===== src/rtl/bin2bcd_if.sv =====
// ---------------------------------------------------------------------------
// bin2bcd_if
//
// Purpose: groups the conversion handshake of the bin2bcd converter into a
// single bundle. The producer of binary values uses the master modport and
// the converter itself uses the slave modport.
//
// Signals:
//   i_Binary  [INPUT_WIDTH]      unsigned value to convert (master -> slave)
//   i_Start   [1]                start request            (master -> slave)
//   o_BCD     [DECIMAL_DIGITS*4] packed BCD result, units in bits [3:0]
//                                                         (slave -> master)
//   o_DV      [1]                one-cycle "new result" pulse
//                                                         (slave -> master)
// ---------------------------------------------------------------------------
interface bin2bcd_if #(
    parameter int INPUT_WIDTH    = 16,
    parameter int DECIMAL_DIGITS = 5
);

    logic [INPUT_WIDTH-1:0]      i_Binary;
    logic                        i_Start;
    logic [DECIMAL_DIGITS*4-1:0] o_BCD;
    logic                        o_DV;

    modport master (
        output i_Binary,
        output i_Start,
        input  o_BCD,
        input  o_DV
    );

    modport slave (
        input  i_Binary,
        input  i_Start,
        output o_BCD,
        output o_DV
    );

endinterface


===== src/rtl/bin2bcd.sv =====
// ---------------------------------------------------------------------------
// bin2bcd
//
// Purpose: sequential binary-to-BCD converter using shift-and-add-3
// (double dabble). Each input bit costs one ADD cycle and one SHIFT cycle,
// followed by a single DONE cycle that publishes the result. The result on
// o_BCD is held until the next conversion completes.
//
// Ports:
//   i_Clock   system clock, rising-edge active
//   i_Reset   asynchronous active-high reset; aborts any conversion
//   bus       bin2bcd_if slave modport:
//               i_Binary  value to convert, latched when a start is accepted
//               i_Start   start request, only honoured while idle
//               o_BCD     packed BCD result (digit k in bits [4k+3:4k])
//               o_DV      one-cycle pulse when o_BCD has just been updated
// ---------------------------------------------------------------------------
module bin2bcd #(
    parameter int INPUT_WIDTH    = 16,
    parameter int DECIMAL_DIGITS = 5
) (
    input logic     i_Clock,
    input logic     i_Reset,
    bin2bcd_if.slave bus
);

    localparam int BCD_W = DECIMAL_DIGITS * 4;
    localparam int CNT_W = $clog2(INPUT_WIDTH + 1);
    localparam logic [CNT_W-1:0] LAST_BIT = CNT_W'(INPUT_WIDTH);

    typedef enum logic [1:0] {
        IDLE,
        ADD,
        SHIFT,
        DONE
    } state_t;

    state_t                 state_q, state_d;
    logic [INPUT_WIDTH-1:0] binary_q, binary_d;
    logic [BCD_W-1:0]       scratch_q, scratch_d;
    logic [CNT_W-1:0]       count_q, count_d;
    logic [BCD_W-1:0]       bcd_q, bcd_d;
    logic                   dv_q, dv_d;

    logic [BCD_W-1:0]       scratch_adj;
    logic [CNT_W-1:0]       count_inc;

    // Add-3 correction applied to every digit in parallel. Digits are
    // corrected independently; a corrected digit never exceeds 4'hC, so no
    // carry between digits is needed.
    always_comb begin
        scratch_adj = scratch_q;
        for (int k = 0; k < DECIMAL_DIGITS; k++) begin
            if (scratch_q[4*k +: 4] >= 4'd5) begin
                scratch_adj[4*k +: 4] = scratch_q[4*k +: 4] + 4'd3;
            end
        end
    end

    assign count_inc = count_q + CNT_W'(1);

    // Next-state and datapath control. o_DV defaults low so it can only be
    // high for the single cycle following DONE.
    always_comb begin
        state_d   = state_q;
        binary_d  = binary_q;
        scratch_d = scratch_q;
        count_d   = count_q;
        bcd_d     = bcd_q;
        dv_d      = 1'b0;

        case (state_q)
            IDLE: begin
                if (bus.i_Start) begin
                    binary_d  = bus.i_Binary;
                    scratch_d = '0;
                    count_d   = '0;
                    state_d   = ADD;
                end
            end

            ADD: begin
                scratch_d = scratch_adj;
                state_d   = SHIFT;
            end

            SHIFT: begin
                // The binary MSB moves into the scratch LSB; the scratch MSB
                // falls off, which yields the value modulo 10^DECIMAL_DIGITS
                // when there are too few digits.
                scratch_d = {scratch_q[BCD_W-2:0], binary_q[INPUT_WIDTH-1]};
                binary_d  = binary_q << 1;
                count_d   = count_inc;
                if (count_inc == LAST_BIT) begin
                    state_d = DONE;
                end else begin
                    state_d = ADD;
                end
            end

            DONE: begin
                bcd_d   = scratch_q;
                dv_d    = 1'b1;
                state_d = IDLE;
            end

            default: begin
                state_d = IDLE;
            end
        endcase
    end

    // State and datapath registers. Reset clears everything, so an aborted
    // conversion leaves no trace and never produces a data-valid pulse.
    always_ff @(posedge i_Clock or posedge i_Reset) begin
        if (i_Reset) begin
            state_q   <= IDLE;
            binary_q  <= '0;
            scratch_q <= '0;
            count_q   <= '0;
            bcd_q     <= '0;
            dv_q      <= 1'b0;
        end else begin
            state_q   <= state_d;
            binary_q  <= binary_d;
            scratch_q <= scratch_d;
            count_q   <= count_d;
            bcd_q     <= bcd_d;
            dv_q      <= dv_d;
        end
    end

    assign bus.o_BCD = bcd_q;
    assign bus.o_DV  = dv_q;

endmodule


===== src/flat_wrapper.sv =====
// flat-port wrapper written by rule: the top's interface ports become plain ports
module bin2bcd_flat 
#(
    parameter int INPUT_WIDTH    = 16,
    parameter int DECIMAL_DIGITS = 5
)
  (i_Clock, i_Reset, bus_i_Binary, bus_i_Start, bus_o_BCD, bus_o_DV);
  bin2bcd_if #(.INPUT_WIDTH(INPUT_WIDTH), .DECIMAL_DIGITS(DECIMAL_DIGITS)) bus_i ();
  input logic i_Clock;
  input logic i_Reset;
  input wire logic [$bits(bus_i.i_Binary)-1:0] bus_i_Binary;
  input wire logic [$bits(bus_i.i_Start)-1:0] bus_i_Start;
  output wire logic [$bits(bus_i.o_BCD)-1:0] bus_o_BCD;
  output wire logic [$bits(bus_i.o_DV)-1:0] bus_o_DV;
  assign bus_i.i_Binary = bus_i_Binary;
  assign bus_i.i_Start = bus_i_Start;
  assign bus_o_BCD = bus_i.o_BCD;
  assign bus_o_DV = bus_i.o_DV;
  bin2bcd #(.INPUT_WIDTH(INPUT_WIDTH), .DECIMAL_DIGITS(DECIMAL_DIGITS)) u_core (.i_Clock(i_Clock), .i_Reset(i_Reset), .bus(bus_i));
endmodule

===== config.mk =====
export PLATFORM = sky130hd
export DESIGN_NAME = bin2bcd_flat
export DESIGN_NICKNAME = d
export VERILOG_FILES = /design/src/rtl/bin2bcd_if.sv /design/src/rtl/bin2bcd.sv /design/src/flat_wrapper.sv
export SDC_FILE = /design/constraint.sdc
export NUM_CORES = 1
export LEC_CHECK = 0
export CAP_MARGIN = 40
export CORE_ASPECT_RATIO = 1.1
export CORE_MARGIN = 8
export CORE_UTILIZATION = 60
export DETAILED_ROUTE_END_ITERATION = 12
export PLACE_DENSITY = 0.84
export RECOVER_POWER = 25
export SLEW_MARGIN = 30
export SYNTH_ARGS = -nofsm -noshare
export SYNTH_HDL_FRONTEND = slang
export SYNTH_SLANG_ARGS = --single-unit
export TNS_END_PERCENT = 20

===== constraint.sdc =====
create_clock -name i_Clock -period 6.2 [get_ports i_Clock]
set_clock_uncertainty 0.1 [all_clocks]
set_input_delay 1.24 -clock i_Clock [delete_from_list [all_inputs] [get_ports i_Clock]]
set_output_delay 1.24 -clock i_Clock [all_outputs]
set_load 0.005 [all_outputs]

* Yosys cells after proc, flatten, opt, wreduce, memory -nomap -nowiden *
Index checks and enable logic that the tools add are counted.

word-level totals
  bits in registers = 64
  input port bits = 19
  output and inout port bits = 21

cells by class
  add/sub/neg operators = 6
  order comparisons = 5
  eq/ne operators = 10
  muxes and demuxes = 15
  reductions and logical operators = 9

operator list
  operator                                                                              number
  20-bit case mux with 3 select lines                                                   1
  16-bit case mux with 2 select lines                                                   1
  4-bit by 2-bit adder with 4-bit output (second input constant)                        5
  4-bit by 3-bit greater-or-equal comparator with 1-bit output (second input constant)  5
  20-bit 2-to-1 mux                                                                     1
  4-bit 2-to-1 mux                                                                      5
  16-bit 2-to-1 mux                                                                     1
  3-bit AND reduction                                                                   5
  2-bit by 1-bit inequality test with 1-bit output (second input constant)              5
  5-bit case mux with 2 select lines                                                    1
  2-bit case mux with 4 select lines                                                    1
  5-bit by 1-bit adder with 5-bit output (second input constant)                        1
  5-bit equality test (second input constant)                                           1
  5-bit 2-to-1 mux                                                                      1
  2-bit equality test (second input constant)                                           2
  2-bit 2-to-1 mux                                                                      2
  3-bit nonzero test                                                                    1
  2-bit by 1-bit equality test with 1-bit output (second input constant)                1
  2-bit logical NOT                                                                     1
  2-bit inequality test (second input constant)                                         1
  2-bit AND reduction                                                                   1
  2-bit nonzero test                                                                    1
  1-bit 2-to-1 mux                                                                      1

* Longest topological paths before layout *
Gate-level depths: netlist of the first run.

  depth in word-level cells = 4
  mapped depth = 8
  gate-level depth less buffers = 6

* Worst setup path before layout of the first run *
OpenSTA, ideal clock, no wires.

  kind = input -> register
  start point = in bus_i_Start
  end point = reg u_core.scratch_q[10]
  setup time = 0.125 ns
  arrival time = 2.272 ns
  path slack = 3.703 ns
  stages = 5
  buffers on the path = 1
  cell sequence = nand2b_1 buf_6 o31ai_4 a31oi_1 mux2_2

between the ends
  cells in the longest elaborated chain, start to end = 2

ends and longest elaborated chain
  element                                 RTL line            RTL
  start: declaration                      flat_wrapper.sv:12  input wire logic [$bits(bus_i.i_Start)-1:0] bus_i_Start;
  2-bit inequality test (no source line)  n/a
  3-bit AND reduction (no source line)    n/a
  end signal: assignment                  bin2bcd.sv:126      scratch_q <= scratch_d;
  end: declaration                        bin2bcd.sv:40       logic [BCD_W-1:0] scratch_q, scratch_d;

No other way between the ends.
A chain may end at the register's enable or synchronous reset.

* Worst setup path after layout of the first run *
  start point = in bus_i_Start
  end point = reg u_core.scratch_q[14]

The elaborated chain is that of the path after synthesis.

==> results of run 1 <==
-- cells in the mapped netlist --
cell type,instances,share of area
a21o_1,1,0.0023
nand2_1,46,0.052
buf_1,1,0.0011
o21ai_0,44,0.066
dfrtp_1,64,0.48
o2111ai_1,1,0.0026
o21ai_2,1,0.0026
inv_1,24,0.027
clkbuf_1,9,0.010
a31oi_1,7,0.013
nand2b_1,1,0.0019
xnor2_1,11,0.029
buf_6,1,0.0034
a32o_1,6,0.018
mux2_2,26,0.088
nor2_1,1,0.0011
a21oi_1,1,0.0015
buf_2,4,0.0060
nor3_1,3,0.0045
ha_1,17,0.064
and3b_1,1,0.0026
mux2i_1,25,0.075
nor2b_1,7,0.013
nand3_1,3,0.0045
a22o_1,2,0.0053
a22oi_1,5,0.011
a21boi_0,1,0.0023
o31ai_4,1,0.0064
-- per-stage QoR --
step	worst slack, ns	utilization	cell area, um^2
after global routing	2.791	0.7428	3981
after CTS	3.154	0.7418	3976
after floorplan	3.262	-	3316
after global placement	2.878	0.6979	3741
after detailed placement	2.809	0.7040	3774
final	3.143	0.7428	3981
-- final timing paths --
path	start	to	depth (start not counted)
max in group asynchronous	i_Reset	u_core.bus.o_BCD[10]	3
min in group asynchronous	i_Reset	u_core.state_q[0]	3
min reg2reg	u_core.binary_q[7]	u_core.binary_q[7]	2
min	u_core.binary_q[7]	u_core.binary_q[7]	2
max	bus_i_Start	u_core.scratch_q[14]	5
max reg2reg	u_core.state_q[0]	u_core.scratch_q[14]	6
-- cell type report --
cell class	instances	area [um^2]	share of cell area
flip-flops and latches	64	1602	0.4023
multi-input cells	211	1575	0.3957
repair buffers	42	417.9	0.1050
clock inverters	2	10.01	0.002514
clock buffers	14	192.7	0.04840
well taps	75	93.84	0.02357
inverters	24	90.09	0.02263
-- routing by layer --
metal	vias to the layer above	wire length [um]	GRT usage
met2	47	3255	0.2898
met1	1119	2902	0.2064
li1	1160	-	-
met3	12	265	0.04462
met4	0	138	0.08477
met5	-	0	0
-- power breakdown --
| part | switching (mW) | internal (mW) | leakage [nW] |
|---|---|---|---|
| combinational | 0.476 | 0.403 | 0.817 |
| clock | 0.157 | 0.199 | 0.108 |
| sequential | 0.122 | 0.565 | 0.851 |
-- cell usage in the layout, fill, tap and decap left out, types with 3 or more instances in the layout --
cell type / synthesis / layout
dfrtp_1: 64 / 64
nand2_1: 46 / 46
o21ai_0: 44 / 44
clkdlybuf4s50_1: 0 / 38
mux2_2: 26 / 26
mux2i_1: 25 / 25
inv_1: 24 / 23
ha_1: 17 / 16
clkbuf_8: 0 / 14
xnor2_1: 11 / 11
a31oi_1: 7 / 7
nor2b_1: 7 / 7
a32o_1: 6 / 6
a22oi_1: 5 / 5
nand3_1: 3 / 3
nor3_1: 3 / 3
-- sequential cells by signal, indices dropped and copies added, names as in the netlist --
signal / count
u_core.binary_q: 16
u_core.bus.o_BCD: 20
u_core.bus.o_DV: 1
u_core.count_q: 5
u_core.scratch_q: 20
u_core.state_q: 2
-- kinds of logic (layout without fill, tap and decap cells) --
kind of cell               after synthesis  in the layout
buffers and inverters                   39             82
muxes                                   51             51
xor gates and xnor gates                11             11
adders and majority gates               17             17
AOI/OAI and AO/OA                       70             70
DFF                                     64             64
and+or+nand+nor                         62             62
-- worst register-to-register path: stages, from the launching register on --
cell	delay, ns
dfrtp_1	0.41
inv_1	0.13
ha_1	0.34
nand2b_1	0.37
o31ai_4	0.24
a31oi_1	0.45
mux2_2	0.39
==> impl_results.html, run 1 <==
<table>
<tr><th>Metric</th><th>Value</th></tr>
<tr><th colspan="2">Route</th></tr>
<tr><td>Drt drc</td><td>0</td></tr>
<tr><td>Iter 0 DRT Violations</td><td>117</td></tr>
<tr><td>Overall via count from detail_route</td><td>2,338</td></tr>
<tr><td>Average wire per standard cell</td><td>15.19 um</td></tr>
<tr><td>Antenna viol nets, final</td><td>0</td></tr>
<tr><td>Routed WL</td><td>6562 um</td></tr>
<tr><td>Post-detailed-route via-to-cell ratio</td><td>5.412</td></tr>
<tr><td>Number of search-and-repair iterations in the first detailed-routing pass</td><td>4</td></tr>
<tr><th colspan="2">Global routing</th></tr>
<tr><td>Remaining global-route overflow</td><td>0</td></tr>
<tr><td>Initial antenna violation count</td><td>0</td></tr>
<tr><td>Pin count of the biggest net entering global routing</td><td>65</td></tr>
<tr><td>Number of global-route vias before repair</td><td>2,433</td></tr>
<tr><td>Global-route wire length before repair</td><td>11,210 um</td></tr>
<tr><td>Overall track demand over capacity in global routing</td><td>0.1749</td></tr>
<tr><th colspan="2">Power and ir drop</th></tr>
<tr><td>Highest ir drop seen on vdd</td><td>0.2540 mV</td></tr>
<tr><td>PD cells</td><td>482.5 nW/um^2</td></tr>
<tr><td>Leakage Power</td><td>1.776 nW</td></tr>
<tr><td>Total design power</td><td>1.921 mW</td></tr>
<tr><th colspan="2">Hold path</th></tr>
<tr><td>Class of the tightest hold or removal check</td><td>reg2reg</td></tr>
<tr><th colspan="2">Finish</th></tr>
<tr><td>Number of antenna diodes</td><td>0</td></tr>
<tr><td>Layout overhead on the synthesized area</td><td>20.08%</td></tr>
<tr><td>Filler Cells Inserted</td><td>368</td></tr>
<tr><td>Share of layout cells above drive strength 1</td><td>0.1289</td></tr>
<tr><td>Number of standard cells in the final layout excluding fillers</td><td>432</td></tr>
<tr><td>Number of nets in the finished design</td><td>388</td></tr>
<tr><th colspan="2">Die</th></tr>
<tr><td>Total Die Area</td><td>8164 um^2</td></tr>
<tr><td>Overall die width</td><td>86.88 um</td></tr>
<tr><td>Area of the core</td><td>5360 um^2</td></tr>
<tr><td>Initial cell density of the core</td><td>0.6186</td></tr>
<tr><td>Floorplan die height</td><td>93.97 um</td></tr>
<tr><td>I/O pin count</td><td>40</td></tr>
<tr><td>Standard-cell row count</td><td>28</td></tr>
<tr><th colspan="2">Run status</th></tr>
<tr><td>Run status</td><td>complete, but fails checks</td></tr>
<tr><td>Violated checks</td><td>capacitance limit, slew limit</td></tr>
<tr><th colspan="2">CTS</th></tr>
<tr><td>Largest buffer count on any clock path</td><td>2</td></tr>
<tr><td>CTS sink cnt</td><td>64</td></tr>
<tr><td>Skew-Pair Late Insertion Delay</td><td>0.34 ns</td></tr>
<tr><td>Number of buffers inserted to repair setup after CTS</td><td>0</td></tr>
<tr><td>Number of gates given a new drive strength after cts</td><td>0</td></tr>
<tr><td>Number of buffers added by the clock tree synthesis step</td><td>9</td></tr>
<tr><td>Number of hold buffers added after cts</td><td>0</td></tr>
<tr><td>Clk Tree Root Cell</td><td>clkbuf_8</td></tr>
<tr><td>H-Tree Level Count</td><td>3</td></tr>
<tr><td>CTS clk-pin slew, worst paths</td><td>0.07 ns</td></tr>
<tr><td>Clock tree from TritonCTS</td><td>built</td></tr>
<tr><th colspan="2">STA</th></tr>
<tr><td>Setup repair after global routing missed its margin</td><td>no</td></tr>
<tr><td>Total negative slack</td><td>0 ns</td></tr>
<tr><td>Final Cycle Share</td><td>0.4931</td></tr>
<tr><td>Final hold viol count</td><td>0</td></tr>
<tr><td>Worst hold slack</td><td>0.3897 ns</td></tr>
<tr><td>Total of endpoints with negative setup slack in the final report</td><td>0</td></tr>
<tr><td>Final min period</td><td>3.057 ns</td></tr>
<tr><td>Slew Limit Fails</td><td>31</td></tr>
<tr><td>Worst slew pin tran</td><td>1.721 ns</td></tr>
<tr><td>Slew Limit Headroom</td><td>-0.1472</td></tr>
<tr><td>FMAX</td><td>0.3271 GHz</td></tr>
<tr><th colspan="2">Synth</th></tr>
<tr><td>Fraction of the yosys area taken by sequential cells</td><td>0.4830</td></tr>
<tr><td>Avg Inst Size Synth</td><td>10.56 um^2</td></tr>
<tr><td>Combinational family with the most area after synthesis</td><td>multiplexers</td></tr>
<tr><td>Synth Area in Simple Gates</td><td>0.08000</td></tr>
<tr><td>Post-synthesis compound-gate area fraction</td><td>0.1321</td></tr>
<tr><td>Post-synthesis adder-cell area fraction</td><td>0.06415</td></tr>
<tr><td>Gate count of the mapped netlist</td><td>314</td></tr>
<tr><td>Synth Cell Area</td><td>3316 um^2</td></tr>
<tr><td>Mux share of post-synthesis cell area</td><td>0.1638</td></tr>
<tr><td>Post-Synth XOR/XNOR Area</td><td>0.02906</td></tr>
<tr><td>Synthesized net count</td><td>350</td></tr>
<tr><td>Number of register bits inferred by synthesis</td><td>64</td></tr>
<tr><td>Number of distinct library cells after synthesis</td><td>28</td></tr>
<tr><td>Number of synthesis warnings</td><td>0</td></tr>
<tr><th colspan="2">Place</th></tr>
<tr><td>HPWL Detailed</td><td>4198 um</td></tr>
<tr><td>Count of input and output buffers</td><td>39</td></tr>
<tr><td>Post-Place Cells</td><td>415</td></tr>
<tr><td>Final estimated routing congestion in global placement</td><td>0.7657</td></tr>
<tr><th colspan="2">Critical path</th></tr>
<tr><td>Critical Path, Cell by Cell</td><td>clkdlybuf4s50_1 &gt; nand2b_1 &gt; o31ai_4 &gt; a31oi_1 &gt; mux2_2</td></tr>
<tr><td>Slowest cell on crit path</td><td>clkdlybuf4s50_1</td></tr>
<tr><td>Setup crit start kind</td><td>primary input</td></tr>
<tr><td>Path type of the worst setup path</td><td>in2reg</td></tr>
<tr><td>Worst stage delay on the critical path</td><td>0.49 ns</td></tr>
<tr><td>Count of buffer and inverter cells on the critical path</td><td>1</td></tr>
<tr><td>Reg-to-reg setup timing slack</td><td>3.65 ns</td></tr>
<tr><td>Kind of end point of the critical path</td><td>flip-flop</td></tr>
<tr><td>Required time of the critical path</td><td>6.33 ns</td></tr>
<tr><td>Critical path arrival</td><td>3.19 ns</td></tr>
<tr><td>Crit-path max FO</td><td>10</td></tr>
<tr><td>Cell type group with the largest total delay on the critical path</td><td>compound AO/OA/AOI/OAI gates</td></tr>
<tr><th colspan="2">Flow run</th></tr>
<tr><td>Total of max-cap violations</td><td>1</td></tr>
</table>
Power figures use the tool's default switching activity.
==> run 2, diff against run 1 <==
Settings changed: CORE_UTILIZATION 60 to 50, PLACE_DENSITY 0.84 to 0.75.
Clock period 6.2 ns to 2.6 ns, I/O delays scaled along.
==> run 2 against run 1 <==
The flow still finishes with violations (capacitance limit, slew limit). Via count is 4.5% higher. Worst hold slack lost 0.012 ns. Final cell count grew 3.5%. Combinational power grew to 2.5 times the previous value. Clock power is 140% higher. Routed wire length decreased by 0.70%. Global-route usage decreased by 2.7 points. Non-clock buffer count up 8. Critical path depth rose by 1. First-iteration DRC count up 13%. Critical endpoint is now u_core.scratch_q[11]. Largest cell class unchanged. Largest power group unchanged. Highest routed layer unchanged.
==> impl_results.html, run 2 (synthesized netlist as in run 1, its figures left out) <==
<table>
<tr><th>Metric</th><th>Value</th></tr>
<tr><th colspan="2">Die</th></tr>
<tr><td>Overall die width</td><td>93.65 um (+7.8%)</td></tr>
<tr><td>Initial cell density of the core</td><td>0.5088 (-0.1097)</td></tr>
<tr><td>Total Die Area</td><td>9496 um^2 (+16%)</td></tr>
<tr><td>Floorplan die height</td><td>101.4 um (+7.9%)</td></tr>
<tr><td>Standard-cell row count</td><td>31 (+11%)</td></tr>
<tr><td>I/O pin count</td><td>40 (unchanged)</td></tr>
<tr><td>Area of the core</td><td>6516 um^2 (+22%)</td></tr>
<tr><th colspan="2">STA</th></tr>
<tr><td>Worst slew pin tran</td><td>1.535 ns (-0.1861 ns)</td></tr>
<tr><td>Slew Limit Headroom</td><td>-0.02314 (+0.1241)</td></tr>
<tr><td>Final Cycle Share</td><td>0.8893</td></tr>
<tr><td>Fin worst setup slack</td><td>0.2879 ns (-2.855 ns)</td></tr>
<tr><td>Slew Limit Fails</td><td>65 (+110%)</td></tr>
<tr><td>FMAX</td><td>0.4325 GHz</td></tr>
<tr><td>Total negative slack</td><td>0 ns (unchanged)</td></tr>
<tr><td>Setup repair after global routing missed its margin</td><td>no</td></tr>
<tr><td>Final hold viol count</td><td>0 (unchanged)</td></tr>
<tr><td>Total of endpoints with negative setup slack in the final report</td><td>0 (unchanged)</td></tr>
<tr><td>Final min period</td><td>2.312 ns</td></tr>
<tr><th colspan="2">Route</th></tr>
<tr><td>Iter 0 DRT Violations</td><td>132 (+13%)</td></tr>
<tr><td>Post-detailed-route via-to-cell ratio</td><td>5.468 (+1.0%)</td></tr>
<tr><td>Overall via count from detail_route</td><td>2,444 (+4.5%)</td></tr>
<tr><td>Average wire per standard cell</td><td>14.58 um (-4.0%)</td></tr>
<tr><td>Drt drc</td><td>0 (unchanged)</td></tr>
<tr><td>Number of search-and-repair iterations in the first detailed-routing pass</td><td>4 (unchanged)</td></tr>
<tr><td>Antenna viol nets, final</td><td>0 (unchanged)</td></tr>
<tr><td>Routed WL</td><td>6516 um (-0.70%)</td></tr>
<tr><th colspan="2">Power and ir drop</th></tr>
<tr><td>Leakage Power</td><td>1.810 nW (+1.9%)</td></tr>
<tr><td>Highest ir drop seen on vdd</td><td>0.6963 mV (+170%)</td></tr>
<tr><td>PD cells</td><td>1167 nW/um^2 (+140%)</td></tr>
<tr><th colspan="2">CTS</th></tr>
<tr><td>Number of hold buffers added after cts</td><td>0 (unchanged)</td></tr>
<tr><td>Number of gates given a new drive strength after cts</td><td>0 (unchanged)</td></tr>
<tr><td>Clock tree from TritonCTS</td><td>built</td></tr>
<tr><td>H-Tree Level Count</td><td>3 (unchanged)</td></tr>
<tr><td>Skew-Pair Late Insertion Delay</td><td>0.34 ns (about the same)</td></tr>
<tr><td>Number of buffers inserted to repair setup after CTS</td><td>0 (unchanged)</td></tr>
<tr><td>CTS sink cnt</td><td>64 (unchanged)</td></tr>
<tr><td>CTS clk-pin slew, worst paths</td><td>0.07 ns (about the same)</td></tr>
<tr><td>Number of buffers added by the clock tree synthesis step</td><td>9 (unchanged)</td></tr>
<tr><td>Clk Tree Root Cell</td><td>clkbuf_8</td></tr>
<tr><td>Largest buffer count on any clock path</td><td>2 (unchanged)</td></tr>
<tr><th colspan="2">Flow run</th></tr>
<tr><td>Total of max-cap violations</td><td>1 (unchanged)</td></tr>
<tr><th colspan="2">Global routing</th></tr>
<tr><td>GRT busiest layer</td><td>met2</td></tr>
<tr><td>Remaining global-route overflow</td><td>0 (unchanged)</td></tr>
<tr><td>Met1 demand-to-capacity share in global routing</td><td>0.1780 (-0.02844)</td></tr>
<tr><td>Number of global-route vias before repair</td><td>2,439 (+0.25%)</td></tr>
<tr><td>Met2 demand-to-capacity share in global routing</td><td>0.2443 (-0.04551)</td></tr>
<tr><td>Overall track demand over capacity in global routing</td><td>0.1474 (-0.02749)</td></tr>
<tr><td>Global-route wire length before repair</td><td>11,200 um (about the same)</td></tr>
<tr><td>GR Layer Usage met3</td><td>0.02669 (-0.01793)</td></tr>
<tr><td>Initial antenna violation count</td><td>0 (unchanged)</td></tr>
<tr><td>Pin count of the biggest net entering global routing</td><td>65 (unchanged)</td></tr>
<tr><th colspan="2">Finish</th></tr>
<tr><td>Share of layout cells above drive strength 1</td><td>0.1479 (+0.01909)</td></tr>
<tr><td>Share of the core filled with cells</td><td>0.6171 (-0.1256)</td></tr>
<tr><td>Leading cell types in the layout, fill and taps excluded</td><td>dfrtp_1, nand2_1, o21ai_0</td></tr>
<tr><td>Register area</td><td>1602 um^2 (unchanged)</td></tr>
<tr><td>Leading cell type in the layout, fill and taps excluded</td><td>dfrtp_1</td></tr>
<tr><td>Number of standard cells in the final layout excluding fillers</td><td>447 (+3.5%)</td></tr>
<tr><td>Number of nets in the finished design</td><td>396 (+2.1%)</td></tr>
<tr><td>Footprint of the multi-input gates</td><td>1558 um^2 (-1.1%)</td></tr>
<tr><td>Filler Cells Inserted</td><td>539 (+46%)</td></tr>
<tr><td>Number of antenna diodes</td><td>0 (unchanged)</td></tr>
<tr><td>Layout overhead on the synthesized area</td><td>21.28%</td></tr>
<tr><th colspan="2">Place</th></tr>
<tr><td>HPWL Detailed</td><td>4325 um (+3.0%)</td></tr>
<tr><td>Final estimated routing congestion in global placement</td><td>0.7542 (-1.5%)</td></tr>
<tr><td>Worst slack at placement</td><td>0.2932 ns (-2.516 ns)</td></tr>
<tr><td>Post-Place Cells</td><td>431 (+3.9%)</td></tr>
<tr><td>Count of input and output buffers</td><td>39 (unchanged)</td></tr>
<tr><th colspan="2">Run status</th></tr>
<tr><td>Violated checks</td><td>capacitance limit, slew limit</td></tr>
<tr><td>Run status</td><td>complete, but fails checks</td></tr>
<tr><th colspan="2">Critical path</th></tr>
<tr><td>Kind of end point of the critical path</td><td>flip-flop</td></tr>
<tr><td>Required time of the critical path</td><td>2.72 ns (-3.61 ns)</td></tr>
<tr><td>Path type of the worst setup path</td><td>reg2reg</td></tr>
<tr><td>Critical path arrival</td><td>2.43 ns (-0.76 ns)</td></tr>
<tr><td>Crit-path max FO</td><td>12 (+2)</td></tr>
<tr><td>Setup crit start kind</td><td>flip-flop</td></tr>
<tr><th colspan="2">Hold path</th></tr>
<tr><td>Class of the tightest hold or removal check</td><td>reg2reg</td></tr>
</table>
==> run 2: cell types whose count changed in the layout (fill, tap and decap cells not counted), sizes merged <==
cell / previous run / this run
clkdlybuf4s50: 38 / 39
dlygate4sd3: 1 / 0
bufinv: 0 / 1
clkbuf: 16 / 14
buf: 1 / 10
==> run 2: worst paths after layout <==
kind	start	endpoint	slack [ns]	depth (start not counted)
worst min register to register	u_core.binary_q[11]	u_core.binary_q[11]	0.38	2
worst max-delay path	u_core.state_q[1]	u_core.scratch_q[11]	0.29	6
worst max register to register	u_core.state_q[1]	u_core.scratch_q[11]	0.29	6
min in group asynchronous	i_Reset	u_core.binary_q[4]	0.92	3
max in group asynchronous	i_Reset	u_core.bus.o_BCD[7]	0.57	3
worst min-delay path	u_core.binary_q[11]	u_core.binary_q[11]	0.38	2
==> run 2: cell type report <==
| cell class | instances | share of cell area |
|---|---|---|
| clock buffer | 13 | 0.03951 |
| inverter | 24 | 0.02240 |
| clock inverter | 3 | 0.009956 |
| multi-input combinational | 211 | 0.3874 |
| tap | 82 | 0.02551 |
| timing repair buffer | 50 | 0.1170 |
| sequential | 64 | 0.3983 |
==> run 2: routing by layer <==
metal | vias up | routed length [um]
met1 | 1219 | 2857
met3 | 12 | 241
met4 | 0 | 125
li1 | 1173 | -
met2 | 40 | 3291
met5 | - | 0
==> run 2: critical path, stage by stage (launching register included) <==
cell	delay (ns)
dfrtp_1	0.43
inv_1	0.11
ha_1	0.40
o31ai_4	0.55
a31oi_1	0.14
buf_4	0.20
a32o_1	0.25
==> run 2: per-stage QoR <==
step / hold slack, ns / total power [mW] / instance area (um^2)
after CTS: 0.3863 / 4.738 / 4036
final: 0.3779 / 4.692 / 4021
after detailed placement: 0.3718 / 3.854 / 3837
after global placement: 0.3650 / 3.782 / 3837
after global routing: 0.4149 / 5.065 / 4021
after floorplan: 0.3496 / 3.109 / 3316
==> run 2: power breakdown <==
group	internal [mW]	leakage, nW	switching, mW
sequential	1.35	0.851	0.272
clock	0.493	0.103	0.365
combinational	1.06	0.856	1.15
total	2.90	1.81	1.79
==> run 3, diff against run 2 <==
Settings changed: SLEW_MARGIN 30 to 5.
==> results of run 3 <==
The final DEF is identical to that of run 2; final timing and power are the same.
